File: config.mk
export PLATFORM = sky130hd
export DESIGN_NAME = id_ex_mem_control
export DESIGN_NICKNAME = d
export VERILOG_FILES = /design/src/rtl/id_ex_mem_control_pkg.sv /design/src/rtl/id_ex_mem_control_decoder.sv /design/src/rtl/id_ex_mem_control.sv
export SDC_FILE = /design/constraint.sdc
export NUM_CORES = 1
export LEC_CHECK = 0
export CORE_AREA = 2 2 178 180
export DETAILED_ROUTE_END_ITERATION = 6
export DIE_AREA = 0 0 180 182
export HOLD_SLACK_MARGIN = 0.15
export PLACE_DENSITY = 0.61
export SYNTH_ARGS = -nofsm -noshare
export SYNTH_HDL_FRONTEND = slang
export SYNTH_SLANG_ARGS = --single-unit
File: constraint.sdc
create_clock -name clk -period 1.4 [get_ports clk]
set_input_delay 0.35 -clock clk [delete_from_list [all_inputs] [get_ports clk]]
set_output_delay 0.35 -clock clk [all_outputs]
set_load 0.01 [all_outputs]
File: src/rtl/id_ex_mem_control_pkg.sv
// Shared definitions for the decode-stage control block and its ID/EX and
// EX/MEM pipeline registers: opcode values, ALU operation codes, immediate
// format encodings, the decoded control bundle and the default datapath width.
package id_ex_mem_control_pkg;

  localparam int unsigned DATA_W_DEFAULT = 32;

  typedef enum logic [5:0] {
    OP_NOP  = 6'h00,
    OP_ADD  = 6'h01,
    OP_SUB  = 6'h02,
    OP_AND  = 6'h03,
    OP_OR   = 6'h04,
    OP_XOR  = 6'h05,
    OP_SLL  = 6'h06,
    OP_SRL  = 6'h07,
    OP_MUL  = 6'h08,
    OP_ADDI = 6'h10,
    OP_SUBI = 6'h11,
    OP_MOVI = 6'h12,
    OP_LDR  = 6'h20,
    OP_STR  = 6'h21,
    OP_B    = 6'h30
  } opcode_e;

  typedef enum logic [4:0] {
    ALU_ADD   = 5'd0,
    ALU_SUB   = 5'd1,
    ALU_AND   = 5'd2,
    ALU_OR    = 5'd3,
    ALU_XOR   = 5'd4,
    ALU_SLL   = 5'd5,
    ALU_SRL   = 5'd6,
    ALU_MUL   = 5'd7,
    ALU_PASSB = 5'd8
  } alu_op_e;

  typedef enum logic [1:0] {
    IMM_10 = 2'd0,
    IMM_15 = 2'd1,
    IMM_20 = 2'd2
  } imm_src_e;

  // Control bits that travel down the pipeline with the instruction.
  typedef struct packed {
    logic       mem_to_reg;
    logic       mem_write;
    logic       alu_src;
    logic       reg_write;
    logic [4:0] alu_control;
  } ctrl_t;

endpackage

File: src/rtl/id_ex_mem_control_decoder.sv
// control_decoder: purely combinational opcode decoder.
// Ports:
//   opcode  - 6-bit decode-stage opcode
//   pc_src  - branch-taken select
//   imm_src - immediate format (0 imm10, 1 imm15, 2 imm20)
//   ctrl    - control bundle registered into ID/EX
// Unlisted opcodes decode exactly as NOP.
module control_decoder
  import id_ex_mem_control_pkg::*;
(
  input  logic [5:0] opcode,
  output logic       pc_src,
  output logic [1:0] imm_src,
  output ctrl_t      ctrl
);

  always_comb begin
    pc_src  = 1'b0;
    imm_src = '0;
    ctrl    = '0;
    case (opcode)
      OP_ADD: begin ctrl.reg_write = 1'b1; ctrl.alu_control = ALU_ADD; end
      OP_SUB: begin ctrl.reg_write = 1'b1; ctrl.alu_control = ALU_SUB; end
      OP_AND: begin ctrl.reg_write = 1'b1; ctrl.alu_control = ALU_AND; end
      OP_OR:  begin ctrl.reg_write = 1'b1; ctrl.alu_control = ALU_OR;  end
      OP_XOR: begin ctrl.reg_write = 1'b1; ctrl.alu_control = ALU_XOR; end
      OP_SLL: begin ctrl.reg_write = 1'b1; ctrl.alu_control = ALU_SLL; end
      OP_SRL: begin ctrl.reg_write = 1'b1; ctrl.alu_control = ALU_SRL; end
      OP_MUL: begin ctrl.reg_write = 1'b1; ctrl.alu_control = ALU_MUL; end
      OP_ADDI: begin
        ctrl.reg_write   = 1'b1;
        ctrl.alu_src     = 1'b1;
        imm_src          = IMM_10;
        ctrl.alu_control = ALU_ADD;
      end
      OP_SUBI: begin
        ctrl.reg_write   = 1'b1;
        ctrl.alu_src     = 1'b1;
        imm_src          = IMM_10;
        ctrl.alu_control = ALU_SUB;
      end
      OP_MOVI: begin
        ctrl.reg_write   = 1'b1;
        ctrl.alu_src     = 1'b1;
        imm_src          = IMM_20;
        ctrl.alu_control = ALU_PASSB;
      end
      OP_LDR: begin
        ctrl.mem_to_reg  = 1'b1;
        ctrl.reg_write   = 1'b1;
        ctrl.alu_src     = 1'b1;
        imm_src          = IMM_15;
        ctrl.alu_control = ALU_ADD;
      end
      OP_STR: begin
        ctrl.mem_write   = 1'b1;
        ctrl.alu_src     = 1'b1;
        imm_src          = IMM_15;
        ctrl.alu_control = ALU_ADD;
      end
      OP_B: begin
        pc_src  = 1'b1;
        imm_src = IMM_20;
      end
      default: ;
    endcase
  end

endmodule

File: src/rtl/id_ex_mem_control.sv
// id_ex_mem_control: decode-stage control plus ID/EX and EX/MEM registers.
// Ports:
//   clk, rst (async, active-low)
//   opcode, id_*           - decode-stage inputs
//   pc_src, imm_src        - combinational decode outputs (reset-independent)
//   ex_*                   - ID/EX register outputs
//   ex_alu_result, ex_store_data - execute-stage inputs to EX/MEM
//   mem_*                  - EX/MEM register outputs
//   flush                  - only with PIPE_FLUSH_EN: zeroes ID/EX control bits
// Optional feature macro: PIPE_FLUSH_EN.
module id_ex_mem_control
  import id_ex_mem_control_pkg::*;
#(
  parameter int unsigned DATA_W = DATA_W_DEFAULT
) (
  input  logic              clk,
  input  logic              rst,
  input  logic [5:0]        opcode,
  input  logic [DATA_W-1:0] id_pc_count,
  input  logic [DATA_W-1:0] id_rd1,
  input  logic [DATA_W-1:0] id_rd2,
  input  logic [DATA_W-1:0] id_sign_imm,
  input  logic [4:0]        id_rd,
  output logic              pc_src,
  output logic [1:0]        imm_src,
  output logic              ex_mem_to_reg,
  output logic              ex_mem_write,
  output logic              ex_alu_src,
  output logic              ex_reg_write,
  output logic [4:0]        ex_alu_control,
  output logic [DATA_W-1:0] ex_pc_count,
  output logic [DATA_W-1:0] ex_rd1,
  output logic [DATA_W-1:0] ex_rd2,
  output logic [DATA_W-1:0] ex_sign_imm,
  output logic [4:0]        ex_rd,
  input  logic [DATA_W-1:0] ex_alu_result,
  input  logic [DATA_W-1:0] ex_store_data,
  output logic              mem_mem_to_reg,
  output logic              mem_mem_write,
  output logic              mem_reg_write,
  output logic [DATA_W-1:0] mem_pc_count,
  output logic [DATA_W-1:0] mem_alu_result,
  output logic [DATA_W-1:0] mem_store_data,
  output logic [4:0]        mem_rd
`ifdef PIPE_FLUSH_EN
  ,
  input  logic              flush
`endif
);

  ctrl_t dec_ctrl;
  ctrl_t id_ex_ctrl;
  ctrl_t next_ctrl;

  control_decoder u_decoder (
    .opcode  (opcode),
    .pc_src  (pc_src),
    .imm_src (imm_src),
    .ctrl    (dec_ctrl)
  );

  // Flush squashes only the control bits; data fields still advance.
`ifdef PIPE_FLUSH_EN
  assign next_ctrl = flush ? '0 : dec_ctrl;
`else
  assign next_ctrl = dec_ctrl;
`endif

  always_ff @(posedge clk or negedge rst) begin
    if (!rst) begin
      id_ex_ctrl  <= '0;
      ex_pc_count <= '0;
      ex_rd1      <= '0;
      ex_rd2      <= '0;
      ex_sign_imm <= '0;
      ex_rd       <= '0;
    end else begin
      id_ex_ctrl  <= next_ctrl;
      ex_pc_count <= id_pc_count;
      ex_rd1      <= id_rd1;
      ex_rd2      <= id_rd2;
      ex_sign_imm <= id_sign_imm;
      ex_rd       <= id_rd;
    end
  end

  assign ex_mem_to_reg  = id_ex_ctrl.mem_to_reg;
  assign ex_mem_write   = id_ex_ctrl.mem_write;
  assign ex_alu_src     = id_ex_ctrl.alu_src;
  assign ex_reg_write   = id_ex_ctrl.reg_write;
  assign ex_alu_control = id_ex_ctrl.alu_control;

  always_ff @(posedge clk or negedge rst) begin
    if (!rst) begin
      mem_mem_to_reg <= 1'b0;
      mem_mem_write  <= 1'b0;
      mem_reg_write  <= 1'b0;
      mem_pc_count   <= '0;
      mem_alu_result <= '0;
      mem_store_data <= '0;
      mem_rd         <= '0;
    end else begin
      mem_mem_to_reg <= ex_mem_to_reg;
      mem_mem_write  <= ex_mem_write;
      mem_reg_write  <= ex_reg_write;
      mem_pc_count   <= ex_pc_count;
      mem_alu_result <= ex_alu_result;
      mem_store_data <= ex_store_data;
      mem_rd         <= ex_rd;
    end
  end

endmodule

### Word level (Yosys, flattened, before mapping)

Index checks and enable logic that the tools add are counted.

| cells by class | value |
|---|---|
| equal/unequal tests | 14 |
| multiplexer cells | 7 |
| reduce and logical (&&, ||, !) cells | 5 |

Operators by type and width:

| cell | number |
|---|---|
| $pmux W4 S8 | 1 |
| $eq A6 B3 Y1 const B | 4 |
| $eq A6 B5 Y1 const B | 3 |
| $eq A6 B6 Y1 const B | 3 |
| $eq A6 B2 Y1 const B | 2 |
| $reduce_or A12 Y1 | 1 |
| $eq A6 B1 Y1 const B | 1 |
| $eq A6 B4 Y1 const B | 1 |
| $reduce_or A2 Y1 | 3 |
| $mux W1 | 5 |
| $reduce_or A5 Y1 | 1 |
| $pmux W2 S2 | 1 |

| word-level totals | value |
|---|---|
| register bits after elaboration | 246 |
| output and inout bits | 249 |

### Logic depth before layout (Yosys ltp)

Gate-level depths: netlist (run 1).

| logic depth | value |
|---|---|
| word-level depth | 3 |
| depth in mapped cells | 4 |
| depth with buffers taken out | 3 |

### Cells and area by module

From an unflattened synthesis (run 1), not the netlist that was laid out.

| unflattened totals | value |
|---|---|
| cells, all modules | 287 |
| area total of the unflattened synthesis | 6433.7 um2 |

By module, submodules not included:

| module | instances | cells each | area each (um2) | seq. area each (um2) |
|---|---|---|---|---|
| id_ex_mem_control | 1 | 246 | 6155.9 | 6155.9 |
| control_decoder | 1 | 41 | 277.8 | 0.0 |

### Worst setup path after synthesis (run 1)

No wires, ideal clock.

| timing path | value |
|---|---|
| path kind | input port to output port |
| start point | input opcode[3] |
| end point | output imm_src[1] |
| arrival | 1.008 ns |
| setup slack | 0.042 ns |
| stages | 4 |
| buffers on the path | 1 |
| path through | buf_2 > nor2_1 > nand2_1 > nor3_1 |

| on the way | value |
|---|---|
| longest elaborated chain between the ends | 3 |
| elaborated cells between the ends (all ways) | 7 |

RTL lines:

| what | RTL line | RTL |
|---|---|---|
| from (decl) | id_ex_mem_control.sv:18 | `input logic [5:0] opcode,` |
| $eq A6 B6 Y1 / $eq A6 B5 Y1 (equally long branches) | id_ex_mem_control_decoder.sv:21 | `case (opcode)` |
| $reduce_or A2 Y1 (no source line) | - |  |
| $pmux W2 S2 (*) | id_ex_mem_control_decoder.sv:21 |  |
| to (decl) | id_ex_mem_control.sv:25 | `output logic [1:0] imm_src,` |

Every way passes the cells marked *; elsewhere a longest branch is shown, timed or not.

### Worst setup path in the final report (run 1)

| timing path | value |
|---|---|
| start point | register ex_rd[4] |
| end point | output ex_rd[4] |

RTL lines:

| what | RTL line | RTL |
|---|---|---|
| from (decl) | id_ex_mem_control.sv:35 | `output logic [4:0] ex_rd,` |
| from (signal assigned) | id_ex_mem_control.sv:83 | `ex_rd <= id_rd;` |

No word-level cell between the ends.

==> summary.txt, run 1 <==
Global route
  • Met1 Use GR: 0.1534
  • Busiest layer in global routing: met2
  • Met2 usage in global routing: 0.2192
  • Initial antenna violation count: 1
  • First-pass GRT wire length: 32.44 mm
  • Met3 usage: 0.05515
  • Total gr overflow: 0
  • All-Layer GR Usage: 0.1311
  • Vias in the first global route: 4995
  • Largest net degree at the start of global routing: 41

Synth
  • Post-synth EDFFs: 0
  • Post-synthesis register bit count: 245
  • Post-Syn Nets: 497
  • Synth warn: 0
  • Synth area leaders: dfrtp_1 (95%), nor3_1 (0.47%), nor2_1 (0.47%), buf_6 (0.35%), nand3b_1 (0.35%)
  • Leading area contributor after synthesis: dfrtp_1
  • Syn_area_per_cell: 22.02 um^2
  • Sequential fraction of the synthesis area: 0.9533
  • Distinct cell type count of the synthesized netlist: 24
  • Synth top area share: 0.9533
  • Async set or reset register ratio after synthesis: 1.000
  • Mapped cell area: 6431 um^2
  • Synth Flop Type: dfrtp_1
  • Gate Count Post-Synth: 292

Hold path
  • Hold Crit Class: in -> reg
  • Min-Delay Startpoint: opcode[2]

Cells and area
  • Sequential Area: 6131 um^2
  • Fin nets: 1028
  • Area Growth Syn to Fin: 93.68%
  • Area taken by multi-input logic gates: 277.8 um^2
  • Fillers: 2882
  • Design Area, Final: 12460 um^2
  • Share of cells above drive strength 1: 0.4342
  • Most common cell after layout, fill and taps aside: dfrtp_1
  • Commonest cells after routing, fill and taps aside: dfrtp_1 (245), clkdlybuf4s50_1 (197), buf_2 (127), buf_6 (123), buf_4 (51)

Outcome
  • Failing checks: setup timing
  • Status: finished with violations

Power and ir drop
  • Worst VDD drop: 0.8223 mV
  • Pwr per Cell Area: 1380 nW/um^2
  • Pwr Total: 17180 uW
  • Leakage: 0.005813 uW

Clock tree
  • CTS buffer count: 28
  • Clock sinks: 245
  • CTS tree: done
  • Clock Path Buffers: 3
  • CTS Root Cell: clkbuf_16
  • H-tree levels: 1
  • Clock slew at reported path FFs: 60 ps
  • Clock Latency Late Sink: 540 ps

STA
  • Setup Skew: 17.72 ps
  • RSZ-0062 raised after global routing: true
  • Slew Viols, Final: 0
  • Setup-failing EPs final: 24
  • Final WS setup: -47.08 ps
  • Tcrit/Tclk final: 1.034
  • Max Clk Rate: 0.6910 GHz
  • Min cycle time layout: 1447 ps
  • Hold Worst Slack: 194.3 ps
  • Final Hold Fails: 0

Critical path
  • Critical Path Sink Type: output port
  • Buf/Inv on CP: 1
  • CP max stage delay: 410 ps
  • Worst setup SP type: flop
  • Crit path from: ex_rd[4]
  • Critical path data required time: 1050 ps
  • Worst R2R Start: ex_pc_count[1]
  • Top delay family on crit path: flip-flops
  • WS Path Type: reg -> out
  • Critical-path maximum fanout: 2
  • Worst path slowest cell: dfrtp_1
  • Arr. time, crit path: 1100 ps
  • CP cell instances: buf_2

Flow run
  • MaxCap Viol Count: 0

Drt
  • Initial detailed-routing violation count: 120
  • Wire per inst: 18.00 um
  • Routed Antenna Nets: 0
  • Routed WL: 22.42 mm
  • Drt pass-1 iters: 4
  • Residual DRC: 0
  • Vias per cell: 3.636
  • Via count: 4530

Die
  • Die width: 180 um
  • Placeable Area: 30990 um^2
  • I/O pin count: 454
  • Core Rows: 65
  • Die height: 182 um
  • Die ar.: 32760 um^2
  • Initial core utilization: 0.2076

Placement
  • Placement Cell Area: 11650 um^2
  • Port-buffer cells: 452
  • RePlAce Congestion: 0.8222
  • Post-DP HPWL: 16.93 mm
  • Pre-CTS WS: -755.4 ps
## logic make-up (layout without fill, tap and decap cells)
logic type / Yosys count / count (layout) / share of synthesized area
AO/OA/AOI/OAI: 6 / 6 / 0.008171
XOR/XNOR: 4 / 4 / 0.005448
buffers and inverters: 8 / 559 / 0.008364
flip-flops: 245 / 245 / 0.9533
multiplexers: 1 / 1 / 0.001556
other: 1 / 2 / 0.0005831
AND/OR/NAND/NOR: 27 / 27 / 0.02257
## synthesized netlist by cell type (2+ instances only)
cell,n
a2bb2oi_1,2
buf_2,3
buf_6,2
dfrtp_1,245
nand2_1,5
nand3b_1,3
nor2_1,8
nor3_1,6
xnor2_1,2
xor2_1,2
## worst paths after layout
kind | end | slack (ps) | cells after the start
worst max register to register | mem_pc_count[1] | 540 | 3
worst min-delay path | ex_alu_src | 190 | 3
worst max-delay path | ex_rd[4] | -50 | 1
max in group asynchronous | ex_pc_count[10] | 550 | 3
min in group asynchronous | mem_alu_result[27] | 290 | 2
worst min register to register | mem_pc_count[21] | 370 | 0
## where the power goes
| part | internal [uW] | switching [uW] | leakage, uW |
|---|---|---|---|
| Combinational | 1070 | 691 | 0.00243 |
| Clock | 5000 | 2830 | 0.000504 |
| Sequential | 7440 | 146 | 0.00288 |
## through the flow
stage | cells | setup TNS (ps) | utilization
detailed placement | 1163 | -3734 | 0.3761
CTS | 1240 | -4747 | 0.3949
global route | 1245 | -5776 | 0.4019
floorplan | 292 | 0 | -
finish | 1246 | -281.1 | 0.4020
global placement | 1163 | -3421 | 0.3761
## cell type report
| type | instances | area share |
|---|---|---|
| diodes | 1 | 0.0002009 |
| clock buffers | 41 | 0.06991 |
| clock inverters | 9 | 0.01185 |
| inverters | 1 | 0.0003014 |
| multi-input cells | 39 | 0.02230 |
| flip-flops and latches | 245 | 0.4922 |
| well taps | 402 | 0.04038 |
| repair buffers | 508 | 0.3628 |
## layer usage
metal,part of all wire,vias to the layer above
met5,0,-
met4,0.023,0
met3,0.11,38
met2,0.50,247
met1,0.37,2251
li1,-,1994
## repair_timing
action	4_1_cts	5_1_grt
pin swaps	3	2
gates resized for setup	1127	43
endpoints found under the setup margin	248	231
hold buffers	1	0
setup buffers	26	5
endpoints found under the hold margin	245	0
Note: power is estimated with default switching activity, not from simulation.
==> run 2: changes to the inputs <==
--- a/config.mk
+++ b/config.mk
@@ -5,9 +5,11 @@
 export SDC_FILE = /design/constraint.sdc
 export NUM_CORES = 1
 export LEC_CHECK = 0
-export CORE_AREA = 2 2 178 180
+export ABC_AREA = 1
+export CAP_MARGIN = 20
+export CORE_AREA = 2 2 177 179
 export DETAILED_ROUTE_END_ITERATION = 6
-export DIE_AREA = 0 0 180 182
+export DIE_AREA = 0 0 179 181
 export HOLD_SLACK_MARGIN = 0.15
 export PLACE_DENSITY = 0.61
 export SYNTH_ARGS = -nofsm -noshare
==> summary.txt, run 2 <==
Outcome
  • Status: finished with violations
  • Failing checks: setup timing

Cells and area
  • Design Area, Final: 12410 um^2
  • # diodes: 0
  • Finished Layout Cells: 1252
  • Most common cell after layout, fill and taps aside: dfrtp_1
  • Area Growth Syn to Fin: 94.09%
  • Commonest cells after routing, fill and taps aside: dfrtp_1 (245), clkdlybuf4s50_1 (197), buf_6 (129), buf_2 (126), buf_4 (42)
  • Share of cells above drive strength 1: 0.4276
  • Fin nets: 1042

Synth
  • Most frequent cell after synthesis: dfrtp_1
  • Synth top cells by count: dfrtp_1 (245), nand2_1 (16), nor2_1 (10)
  • Post-synth EDFFs: 0
  • Distinct cell type count of the synthesized netlist: 14
  • Async set or reset register ratio after synthesis: 1.000
  • Synth warn: 0
  • Sequential fraction of the synthesis area: 0.9591
  • Gate Count Post-Synth: 303
  • Post-synthesis register bit count: 245
  • Syn_area_per_cell: 21.10 um^2
  • Synth Flop Type: dfrtp_1
  • Synth top area share: 0.9591
  • Mapped cell area: 6392 um^2
  • Synth area leaders: dfrtp_1 (96%), nand2_1 (0.94%), nand3_1 (0.70%), nor2_1 (0.59%), inv_1 (0.53%)
  • Leading area contributor after synthesis: dfrtp_1
  • Post-Syn Nets: 508

Power and ir drop
  • Combinational power share: 0.110
  • Worst VDD drop: 0.7803 mV
  • Net Sw Frac: 0.2185
  • Pwr per Cell Area: 1293 nW/um^2
  • Switch Pwr: 3504 uW
  • Sequential share of power: 0.473
  • P_int: 12530 uW
  • Pwr Total: 16040 uW
  • Leakage: 0.005840 uW
  • Clock power frac: 0.417

Drt
  • WL met1: 8.031 mm
  • Met2 WL post-DR: 11.34 mm
  • Met3 routed WL: 2.327 mm
  • Uppermost layer routed: met5
  • Via count: 4511
  • Routed WL: 22.19 mm
  • Initial detailed-routing violation count: 156
  • Drt pass-1 iters: 6
  • Routed Antenna Nets: 0
  • Residual DRC: 0
  • Vias per cell: 3.603
  • Wire per inst: 17.72 um

Placement
  • Placement Cell Area: 11690 um^2
  • Post-DP HPWL: 17.06 mm
  • Port-buffer cells: 452
  • Placed cells: 1175
  • Pre-CTS WS: -832.1 ps
  • RePlAce Congestion: 0.8033

STA
  • Final WS setup: -41.21 ps
  • Hold Worst Slack: 264.5 ps
  • Tcrit/Tclk final: 1.029
  • Slew Viols, Final: 0
  • Max Clk Rate: 0.6939 GHz
  • Setup Skew: 6.444 ps
  • Setup-failing EPs final: 13
  • Final Hold Fails: 0
  • Min cycle time layout: 1441 ps
  • RSZ-0062 raised after global routing: true

Critical path
  • Worst path slowest cell: nor2_4
  • Worst setup SP type: primary input
  • Critical-path maximum fanout: 3
  • CP cell instances: buf_8 -> nor2_4 -> buf_6 -> nand2_4 -> o21ai_4 -> buf_6
  • Most used cell, CP: buf_6
  • CP max stage delay: 160 ps
  • Critical path data required time: 1050 ps
  • Arr. time, crit path: 1090 ps
  • Critical Path Sink Type: output port
  • WS Path Type: in -> out
  • Top delay family on crit path: buffers and inverters
  • Buf/Inv on CP: 3

Clock tree
  • H-tree levels: 1
  • Clock sinks: 245
  • Clock slew at reported path FFs: 60 ps
  • Clock Latency Late Sink: 510 ps
  • CTS tree: done
  • CTS buffer count: 26
  • CTS Root Cell: clkbuf_16
  • Clock Path Buffers: 3

Global route
  • First-pass GRT wire length: 31.97 mm
  • Initial antenna violation count: 1
  • Total gr overflow: 0
  • Largest net degree at the start of global routing: 66
  • Vias in the first global route: 5031
  • All-Layer GR Usage: 0.1328

Flow run
  • MaxCap Viol Count: 0

Die
  • Core Rows: 64
  • Die width: 179 um
  • Die height: 181 um
  • Die ar.: 32400 um^2
  • Initial core utilization: 0.2106
  • Placeable Area: 30350 um^2
  • I/O pin count: 454

Hold path
  • Hold Crit Class: in -> reg
## run 2: cell types whose count changed in the layout (fill, tap and decap cells not counted), sizes merged, moves of 2 or more
cell,before,now
a2bb2oi,2,0
xor2,2,0
nor3,6,0
inv,1,12
clkbuf,43,41
nor2,9,14
dlygate4sd3,1,3
nand3,1,9
xnor2,2,0
bufinv,4,1
nand3b,3,0
nand2,5,18
## run 2: power groups by stage
stage | Clock (uW) | Combinational, uW | Sequential, uW
after floorplan | 0 | 40.9 | 7870
after global placement | 0 | 1840 | 7680
after detailed placement | 0 | 1850 | 7690
after CTS | 6980 | 1690 | 7570
after global routing | 7310 | 1880 | 7620
final | 6690 | 1760 | 7590
## run 2: cell type report
type,count,area [um^2]
fill,2815,17940
inverter,12,45.04
sequential,245,6131
tap,396,495.5
clock buffer,41,788.3
clock inverter,6,58.81
timing repair buffer,507,4591
multi-input combinational,45,297.8
## run 2: worst paths after layout
kind	cells past startpoint	startpoint	to	slack (ps)
max	6	opcode[2]	imm_src[0]	-40
min	4	opcode[0]	ex_alu_control[0]	260
max reg2reg	2	ex_pc_count[11]	mem_pc_count[11]	660
min reg2reg	0	ex_pc_count[22]	mem_pc_count[22]	370
max in group asynchronous	4	rst	mem_rd[0]	490
min in group asynchronous	2	rst	ex_rd1[13]	270
## run 2: what timing repair did
action                     in CTS  in global routing
gates resized for setup      1111                 72
setup endpoints to repair     248                214
pin swaps                       8                  6
buffers inserted               23                  4
hold endpoints to repair      197                  0
hold buffers                    3                  0
## run 2: tightest hold or removal path: stages
cell and delay [ps]:
buf_2 130, inv_2 100, nand2_1 60, nand4_1 90
## run 2: through the flow
stage / TNS [ps] / utilization
floorplan: 0 / -
global placement: -3139 / 0.3853
detailed placement: -3306 / 0.3853
CTS: -2156 / 0.3947
global route: -5073 / 0.4088
finish: -184.5 / 0.4088
## run 2: metal layers
metal,global-route usage,up-vias
met5,0,-
met2,0.2338,243
met4,0.03577,2
met3,0.04566,40
met1,0.1520,2221
li1,-,2005
## run 2: logic make-up after synthesis
family                 synth area share
buffers and inverters          0.008221
DFF                              0.9591
AOI/OAI and AO/OA              0.002153
and+or+nand+nor                 0.02995
other                         0.0005866
==> run 3: changes to the inputs <==
--- a/config.mk
+++ b/config.mk
@@ -6,10 +6,10 @@
 export NUM_CORES = 1
 export LEC_CHECK = 0
 export ABC_AREA = 1
-export CAP_MARGIN = 20
 export CORE_AREA = 2 2 177 179
 export DETAILED_ROUTE_END_ITERATION = 6
 export DIE_AREA = 0 0 179 181
+export GPL_TIMING_DRIVEN = 0
 export HOLD_SLACK_MARGIN = 0.15
 export PLACE_DENSITY = 0.61
 export SYNTH_ARGS = -nofsm -noshare
==> summary.txt, run 3 (synthesis results as in run 2) <==
Clock tree
  • Clock sinks: 245
  • Clock slew at reported path FFs: 60 ps
  • CTS Root Cell: clkbuf_16
  • CTS buffer count: 26
  • Clock Latency Late Sink: 530 ps
  • CTS tree: done
  • H-tree levels: 1
  • Clock Path Buffers: 3

Power and ir drop
  • Switch Pwr: 3493 uW
  • Pwr per Cell Area: 1315 nW/um^2
  • Worst VDD drop: 0.7231 mV
  • Clock power frac: 0.423
  • Sequential share of power: 0.471
  • Pwr Total: 16100 uW
  • Net Sw Frac: 0.2170
  • Combinational power share: 0.106
  • P_int: 12610 uW
  • Leakage: 0.005765 uW

Critical path
  • WS Path Type: reg -> out
  • Worst setup SP type: flop
  • Buf/Inv on CP: 1
  • CP max stage delay: 430 ps
  • Critical path data required time: 1050 ps
  • Top delay family on crit path: flip-flops
  • Worst path slowest cell: dfrtp_1
  • Arr. time, crit path: 1120 ps
  • Critical Path Sink Type: output port
  • CP cell instances: buf_2
  • Worst R2R Start: ex_rd[3]
  • Crit path from: ex_pc_count[8]
  • Critical-path maximum fanout: 2

Global route
  • First-pass GRT wire length: 30.59 mm
  • Initial antenna violation count: 1
  • Total gr overflow: 0
  • Largest net degree at the start of global routing: 124
  • Vias in the first global route: 4828
  • All-Layer GR Usage: 0.1281

Die
  • I/O pin count: 454
  • Core Rows: 64
  • Die width: 179 um
  • Placeable Area: 30350 um^2
  • Die height: 181 um
  • Initial core utilization: 0.2106
  • Die ar.: 32400 um^2

Cells and area
  • Fillers: 2840
  • Share of cells above drive strength 1: 0.4204
  • Fin util: 0.4035
  • Area Growth Syn to Fin: 91.58%
  • Commonest cells after routing, fill and taps aside: dfrtp_1 (245), clkdlybuf4s50_1 (197), buf_2 (128), buf_6 (124), buf_4 (36)
  • Fin nets: 1030
  • # diodes: 0
  • Most common cell after layout, fill and taps aside: dfrtp_1

Drt
  • Routed WL: 21.66 mm
  • Via count: 4445
  • Wire per inst: 17.50 um
  • Drt pass-1 iters: 4
  • Routed Antenna Nets: 0
  • Residual DRC: 0
  • Vias per cell: 3.590
  • Initial detailed-routing violation count: 144

STA
  • Slew Viols, Final: 0
  • Final Hold Fails: 0
  • RSZ-0062 raised after global routing: true
  • Slew @ Worst Pin: 613.2 ps
  • Max Clk Rate: 0.6798 GHz
  • Setup Skew: 15.14 ps
  • Min cycle time layout: 1471 ps
  • Final WS setup: -71.09 ps
  • Tcrit/Tclk final: 1.051
  • Setup-failing EPs final: 13
  • Slew headroom: 0.5912
  • TNS Setup: -293.5 ps

Outcome
  • Status: finished with violations
  • Failing checks: setup timing

Placement
  • Post-DP HPWL: 16.48 mm
  • RePlAce Congestion: 0.7943
  • Port-buffer cells: 452

Hold path
  • Hold Crit Class: in -> reg
  • Min-Delay Startpoint: opcode[3]

Flow run
  • MaxCap Viol Count: 0
==> run 3: changes by cell type in the layout (fill, tap and decap cells not counted), moves of 2 or more <==
cell,change
buf_12,-8
buf_4,-6
buf_6,-5
buf_16,+2
buf_2,+2
clkbuf_1,-2
clkbuf_4,+2
==> run 3: power by group through the flow <==
stage | combinational (uW) | sequential, uW | clock, uW
floorplan | 40.9 | 7870 | 0
global placement | 1750 | 7690 | 0
detailed placement | 1780 | 7680 | 0
CTS | 1610 | 7560 | 7110
global route | 1830 | 7610 | 7380
finish | 1710 | 7580 | 6810
==> run 3: final timing paths <==
path                                endpoint  slack (ps)  cells after the start
max                           ex_pc_count[8]         -70                      1
min                        ex_alu_control[2]         250                      6
max reg2reg                        mem_rd[3]         640                      2
min reg2reg                 mem_pc_count[21]         370                      0
max in group asynchronous    ex_pc_count[28]         200                      3
min in group asynchronous  mem_store_data[5]         300                      2
==> run 3: cell type report <==
class	instances	area, um^2	area share
Sequential cell	245	6131	0.5006
Timing Repair Buffer	494	4412	0.3602
Clock buffer	38	767.0	0.06263
Tap cell	396	495.5	0.04046
Multi-Input combinational cell	45	297.8	0.02432
Clock inverter	7	88.84	0.007254
Inverter	12	47.55	0.003882
Buffer	1	7.507	0.0006130
==> run 3: per-layer routing <==
layer / routed length [um] / GRT usage
met1: 7673 / 0.1473
met2: 11200 / 0.2245
met3: 2296 / 0.04125
met4: 476 / 0.03967
met5: 12 / 0
==> run 3: repair_timing <==
action                                  4_1_cts  5_1_grt
endpoints found under the setup margin      248      204
buffers inserted                             26       10
pin swaps                                     6        6
endpoints found under the hold margin       145        0
gates resized for setup                    1120       84
hold buffers                                  4        0
==> run 3: stage by stage <==
| stage | std cells | setup WS, ps | area [um^2] | hold WS [ps] |
|---|---|---|---|---|
| 6_report | 1238 | -71.09 | 12250 | 249.7 |
| 5_1_grt | 1238 | -114.8 | 12250 | 231.4 |
| 4_1_cts | 1228 | -113.6 | 11750 | 164.8 |
| 3_5_place_dp | 1153 | -965.7 | 11470 | 249.8 |
| 3_3_place_gp | 1151 | -10450 | 11410 | 356.4 |
| 2_1_floorplan | 303 | 211.6 | 6392 | 54.41 |
